$ cat config.mk
export PLATFORM = sky130hd
export DESIGN_NAME = aes_block_driver
export DESIGN_NICKNAME = d
export VERILOG_FILES = /design/src/rtl/aes_block_driver.sv
export SDC_FILE = /design/constraint.sdc
export NUM_CORES = 1
export LEC_CHECK = 0
export BUFFER_PORTS_ARGS = -buffer_cell sky130_fd_sc_hd__buf_2
export CAP_MARGIN = 0
export CELL_PAD_IN_SITES_DETAIL_PLACEMENT = 0
export CELL_PAD_IN_SITES_GLOBAL_PLACEMENT = 1
export CORE_AREA = 10 10 350 352
export CTS_CLUSTER_DIAMETER = 50
export DETAILED_ROUTE_END_ITERATION = 10
export DIE_AREA = 0 0 360 362
export PLACE_DENSITY_LB_ADDON = 0.12
export SYNTH_ARGS = -nofsm -noshare
export SYNTH_HDL_FRONTEND = slang
export SYNTH_SLANG_ARGS = --single-unit
$ cat constraint.sdc
create_clock -name clk_in -period 2.6 [get_ports clk_in]
set_input_delay 0.52 -clock clk_in [delete_from_list [all_inputs] [get_ports clk_in]]
set_output_delay 0.52 -clock clk_in [all_outputs]
set_load 0.01 [all_outputs]
$ cat src/rtl/aes_block_driver.sv
// Initiator-side sequencer for the AES core: one block in flight, completion watchdog.
// Define AES_DRIVER_CBC_EN to enable CBC chaining; the default build is ECB.
module aes_block_driver #(
  parameter int unsigned TIMEOUT_CYCLES = 64
) (
  input  logic         clk_in,
  input  logic         rst_in,
  input  logic [127:0] key_in,
  input  logic         key_load_in,
  input  logic [127:0] iv_in,
  input  logic         s_valid_in,
  output logic         s_ready_out,
  input  logic [127:0] s_data_in,
  input  logic         s_mode_in,
  input  logic         s_last_in,
  output logic         m_valid_out,
  input  logic         m_ready_in,
  output logic [127:0] m_data_out,
  output logic         core_init_out,
  output logic         core_mode_out,
  output logic [127:0] core_data_out,
  output logic [127:0] core_key_out,
  input  logic [127:0] core_data_in,
  input  logic         core_valid_in,
  output logic         busy_out,
  output logic         timeout_out,
  input  logic         clear_err_in
);

  typedef enum logic [1:0] {IDLE, ISSUE, WAIT, OUT} state_e;

  localparam logic [15:0] WDOG_LIMIT = 16'(TIMEOUT_CYCLES - 1);

  state_e       state_q, state_d;
  logic         live_q;
  logic [127:0] key_q, key_d;
  logic [127:0] cdata_q, cdata_d;
  logic [127:0] ckey_q, ckey_d;
  logic         cmode_q, cmode_d;
  logic [127:0] mdata_q, mdata_d;
  logic [15:0]  wdog_q, wdog_d;
  logic         timeout_q, timeout_d;
  logic         accept, expire;

`ifdef AES_DRIVER_CBC_EN
  logic [127:0] chain_q, chain_d;
  logic         first_q, first_d;
  logic [127:0] chain_sel;
  assign chain_sel = first_q ? iv_in : chain_q;
`else
  logic unused_cbc;
  assign unused_cbc = ^{iv_in, s_last_in};
`endif

  // live_q holds s_ready_out low until the first clock after reset release
  assign accept = (state_q == IDLE) && live_q && s_valid_in;
  assign expire = (state_q == WAIT) && !core_valid_in && (wdog_q >= WDOG_LIMIT);

  always_comb begin
    state_d       = state_q;
    key_d         = key_q;
    cdata_d       = cdata_q;
    ckey_d        = ckey_q;
    cmode_d       = cmode_q;
    mdata_d       = mdata_q;
    wdog_d        = wdog_q;
    core_init_out = 1'b0;
    timeout_d     = (timeout_q && !clear_err_in) || expire;
`ifdef AES_DRIVER_CBC_EN
    chain_d       = chain_q;
    first_d       = first_q;
`endif
    case (state_q)
      IDLE: begin
        if (key_load_in) key_d = key_in;
        if (accept) begin
          ckey_d  = key_load_in ? key_in : key_q;
          cmode_d = s_mode_in;
`ifdef AES_DRIVER_CBC_EN
          cdata_d = s_mode_in ? (s_data_in ^ chain_sel) : s_data_in;
          chain_d = chain_sel;
          first_d = s_last_in;
`else
          cdata_d = s_data_in;
`endif
          state_d = ISSUE;
        end
      end
      ISSUE: begin
        core_init_out = 1'b1;
        wdog_d        = '0;
        state_d       = WAIT;
      end
      WAIT: begin
        if (core_valid_in) begin
`ifdef AES_DRIVER_CBC_EN
          // chain_q holds the IV/previous block selected at accept time
          if (cmode_q) begin
            mdata_d = core_data_in;
            chain_d = core_data_in;
          end else begin
            mdata_d = core_data_in ^ chain_q;
            chain_d = cdata_q;
          end
`else
          mdata_d = core_data_in;
`endif
          state_d = OUT;
        end else if (expire) begin
`ifdef AES_DRIVER_CBC_EN
          first_d = 1'b1;
`endif
          state_d = IDLE;
        end else if (wdog_q != '1) begin
          wdog_d = wdog_q + 16'd1;
        end
      end
      OUT: begin
        if (m_ready_in) state_d = IDLE;
      end
      default: state_d = IDLE;
    endcase
  end

  always_ff @(posedge clk_in or negedge rst_in) begin
    if (!rst_in) begin
      state_q   <= IDLE;
      live_q    <= 1'b0;
      key_q     <= '0;
      cdata_q   <= '0;
      ckey_q    <= '0;
      cmode_q   <= 1'b0;
      mdata_q   <= '0;
      wdog_q    <= '0;
      timeout_q <= 1'b0;
`ifdef AES_DRIVER_CBC_EN
      chain_q   <= '0;
      first_q   <= 1'b1;
`endif
    end else begin
      state_q   <= state_d;
      live_q    <= 1'b1;
      key_q     <= key_d;
      cdata_q   <= cdata_d;
      ckey_q    <= ckey_d;
      cmode_q   <= cmode_d;
      mdata_q   <= mdata_d;
      wdog_q    <= wdog_d;
      timeout_q <= timeout_d;
`ifdef AES_DRIVER_CBC_EN
      chain_q   <= chain_d;
      first_q   <= first_d;
`endif
    end
  end

  assign s_ready_out   = (state_q == IDLE) && live_q;
  assign busy_out      = (state_q != IDLE);
  assign m_valid_out   = (state_q == OUT);
  assign m_data_out    = mdata_q;
  assign core_mode_out = cmode_q;
  assign core_data_out = cdata_q;
  assign core_key_out  = ckey_q;
  assign timeout_out   = timeout_q;

endmodule

# Word-level counts from Yosys, hierarchy flattened
# Index checks and enable logic that the tools add are counted.
# totals
inputBits	521
reg_bits	533
out_inout_bits	390
# op_classes
reduce_logical	15
addsub	1
eq_ne	10
magnitude_cmp	1
muxes	11
# op_table
op	n
128-bit 2-to-1 mux	1
16-bit 2-to-1 mux	3
16-bit case mux with 2 select lines	1
16-bit by 1-bit adder with 16-bit output (second input constant)	1
16-bit by 6-bit greater-or-equal comparator with 1-bit output (second input constant)	1
16-bit inequality test (second input constant)	1
2-bit 2-to-1 mux	4
2-bit case mux with 4 select lines	1
2-bit inequality test (second input constant)	3
1-bit logical AND	5
2-bit equality test (second input constant)	2
2-bit by 1-bit inequality test with 1-bit output (second input constant)	2
2-bit AND reduction	2
4-bit AND reduction	1
2-bit nonzero test	2
3-bit inequality test (second input constant)	1
3-bit AND reduction	1
2-bit by 1-bit equality test with 1-bit output (second input constant)	1
1-bit zero test	2
2-bit zero test	1
1-bit logical OR	1
1-bit 2-to-1 mux	1

# Depth between registers and ports, before layout
# logic_depth
depth_word	6
depth_mapped	7
depth_no_buf	6

# Worst setup path before layout
# OpenSTA, ideal clock, no wires.
# synth_path
path_type	register to register
startpoint	register wdog_q[0]
endpoint	register wdog_q[5]
arrival_time_ns	1.792
slack_ns	0.726
path_stages_with_launch	7
path_cell_list	dfrtp_1 -> ha_1 -> nand2_1 -> o21ai_1 -> o31a_1 -> or4_1 -> a21oi_1
# synth_via
elab_chain_cells	5
# synth_lines
element	line_no	text
start, declared	41	logic [15:0] wdog_q, wdog_d;
start signal, assigned	148	wdog_q <= wdog_d;
16-bit by 1-bit adder with 16-bit output	115	wdog_d = wdog_q + 16'd1;
16-bit 2-to-1 mux	114	end else if (wdog_q != '1) begin
16-bit 2-to-1 mux	109	end else if (expire) begin
16-bit 2-to-1 mux	95	if (core_valid_in) begin
16-bit case mux with 2 select lines	73	case (state_q)
# Parallel ways exist; a longest one is shown, timed or not. The select of a mux whose other input is x is not followed.
# A chain may end at the register's enable or synchronous reset.

# Worst setup path in the final report
# layout_path
startpoint	register state_q[0]
endpoint	output port core_init_out
# layout_via
elab_chain_cells	2
# layout_lines
element	line_no	text
start, declared	34	state_e state_q, state_d;
start signal, assigned	141	state_q <= state_d;
2-bit by 1-bit equality test with 1-bit output	73	
1-bit 2-to-1 mux	73	
end, declared	19	output logic core_init_out,
# No other way between the ends.

==> flow_summary.ini <==
[outcome]
status = finished, final reports clean

[timing]
rsz0062_at_grt = false
layout_min_cycle_time_ns = 2.44
setup_viol = 0
worst_pin_slew_ns = 0.678
slew_violations = 0
finalCritPeriodShare = 0.937
maxSlewHeadroom = 0.548
fin_setup_tns_ns = 0
clock-skew-final_ns = 0.0249
whs_ns = 0.0783
max_freq_ghz = 0.411
final-hold-violation-count = 0

[floorplanning]
initial_core_util = 0.181
row_count = 125
coreArea_sq_um = 115000
pin_count = 911
die_x_microns = 360
dieHeight_microns = 362
die-area_sq_um = 130000

[run]
drv_cap = 0

[worst_setup_path]
cpPeakStageDelay_ns = 0.42
worstSetupPathType = flop to primary output
start_kind = flop
cp-end-kind = primary output
critPathMaxFanout = 10
path_cells = or2b_2, clkinv_1, buf_2
critPathRequiredTime_ns = 2.08
arrival_ns = 1.92
cpMaxStageDelayCell = dfrtp_1
worstPathBufferInverterCount = 2
cpLargestDelayFamily = buffers and inverters

[place]
place_hpwl_mm = 64.1
gp_congestion = 0.742
place_inst = 3739
port_buffers = 781

[clocking]
clock_sinks = 533
cts_buffers = 101
insertion_delay_ns = 0.66
h-tree-depth = 3
cts-root-buf = clkbuf_16
cts_tree = built
cts_buffer_depth = 3
clk_pin_slew_ns = 0.05
cts_setup_buffers = 0
cts_resized = 0

[routing]
drtIter0Drc = 515
drcViolationCount = 0
routed_wl_mm = 83.2
post_drt_wl_per_cell_microns = 21.1
drt_first_pass_iters = 4
vias_per_cell = 3.86
dr_total_vias = 15236
postRouteAntennaNets = 0

[cells_and_area]
layout-drive-gt1-share = 0.587
nets = 2841
instances_no_fill = 3951
syn_to_final_growth_pct = 47.2
n_fill_cell = 12170
multi_input_area_sq_um = 7160
regArea_sq_um = 13300

[yosys]
synth_top_area_cell = dfrtp_1
yosys.cell_types.count = 37
ys_warn_count = 0
syn_nets = 1984
synth_edf_count = 0
syn_inst = 1462
avgSynthCellArea_sq_um = 14.3
async_flop_share = 1.00
ys_top_cells_by_area = dfrtp_1 (64%), mux2_2 (21%), mux2i_1 (6.1%)
synthTopCellsByCount = dfrtp_1 (533), mux2_2 (385), nor2_1 (137), a21oi_1 (135), mux2i_1 (128)
yosysMostFrequentCell = dfrtp_1
yosysSeqAreaShare = 0.638
syn_area_sq_um = 20900
ys.flop_type = dfrtp_1
synth-seq-cells = 533
synth_top_area_frac = 0.638

[min_path]
hold_path.class = primary input to flop

[grt]
grt-ovfl-total = 0
grt_max_degree = 94
grt_antenna_before_repair = 63
grt_pass1_vias = 16706
grt_pass1_wl_mm = 119
grtUsageTotal = 0.123

[power_and_ir_drop]
p_leak_nw = 14.4
power.density_nw_per_um2 = 1340
peakVddDrop_uv = 555
-- per-layer routing --
layer	vias to the layer above	global-route usage	wire [microns]	share of wire
met5	-	0	492	0.0059
met4	72	0.0388	1860	0.022
met3	184	0.0691	9390	0.11
met2	569	0.200	38800	0.47
met1	7468	0.137	32700	0.39
li1	6943	-	-	-
-- sequential cells by signal, indices dropped and copies added (netlist names) --
signal / flops
wdog_q: 16
timeout_out: 1
core_mode_out: 1
m_data_out: 128
state_q: 2
key_q: 128
core_data_out: 128
core_key_out: 128
live_q: 1
-- worst paths after layout --
kind | slack [ns] | cells after the start | endpoint | from
max | 0.16 | 3 | core_init_out | state_q[0]
min | 0.08 | 2 | timeout_out | clear_err_in
max reg2reg | 0.43 | 4 | core_data_out[32] | state_q[0]
min reg2reg | 0.49 | 1 | m_data_out[85] | m_data_out[85]
max in group asynchronous | 1.26 | 3 | key_q[88] | rst_in
min in group asynchronous | 0.37 | 2 | core_key_out[13] | rst_in
-- worst reg2reg max path: cells and delay by family, from the launching register on --
family	cells	cell delay, ns
buf+inv	1	0.37
flops	1	0.42
mux	1	0.38
simple gates	2	0.88
-- cell usage in the layout, fill, tap and decap left out, types with 2 or more instances in the layout --
cell type   synthesis  final
dfrtp_1           533    533
nand2_1             9      8
clkbuf_16           0    103
bufinv_16           0     18
clkinv_2            0     17
o22ai_1             2      2
inv_1               5      5
buf_2              52    779
or3_2               2      2
clkbuf_8            0      9
nand4_1             2      2
a31oi_1             2      2
diode_2             0     22
clkinv_16           0      2
buf_12              0     17
clkinvlp_4          0      9
a21oi_1           135    135
mux2_2            385    385
and2_1              6      5
clkbuf_1           30     12
inv_6               0     10
clkinv_4            0      8
mux2i_1           128    128
buf_4               0     41
clkinv_8            0      2
nor4_2              2      2
o31ai_1             2      2
o21ai_0             3      3
nand3_1             4      4
nor2_1            137    137
-- logic make-up (layout without fill, tap and decap cells) --
logic type                 count (synthesis)  count (layout)  synth area share
AOI/OAI and AO/OA                        150             150            0.0372
adders and majority gates                  1               1          0.000599
buffers and inverters                     92            1035            0.0196
DFF                                      533             533             0.638
muxes                                    513             513             0.269
other                                      1              23          0.000180
and+or+nand+nor                          172             172            0.0350
-- power by group --
group | switching [mW] | internal (mW) | total [mW]
Sequential | 2.13 | 12.4 | 14.6
Clock | 4.72 | 9.32 | 14.0
Combinational | 6.59 | 6.08 | 12.7
-- metrics by stage --
| step | power (mW) | worst slack [ns] | area, sq um | util |
|---|---|---|---|---|
| after floorplan | 21.1 | 0.726 | 20900 | - |
| after global placement | 27.6 | 0.388 | 27000 | 0.234 |
| after detailed placement | 27.9 | 0.365 | 27000 | 0.234 |
| after CTS | 42.4 | 0.0739 | 30700 | 0.266 |
| after global routing | 44.0 | 0.0173 | 30700 | 0.266 |
| final | 41.3 | 0.165 | 30700 | 0.266 |
-- final cells by class --
class | instances | share of cell area
Clock inverter | 66 | 0.0307
Clock buffer | 123 | 0.0889
Timing Repair Buffer | 840 | 0.149
Antenna cell | 22 | 0.00179
Sequential cell | 533 | 0.434
Tap cell | 1524 | 0.0620
Multi-Input combinational cell | 837 | 0.233
Inverter | 6 | 0.000733
-- repair_timing --
item | CTS | global route
hold buffers | 1 | 0
setup endpoints to repair | 0 | 0
hold endpoints to repair | 20 | 0
No activity file was read; power rests on OpenSTA's default activity.
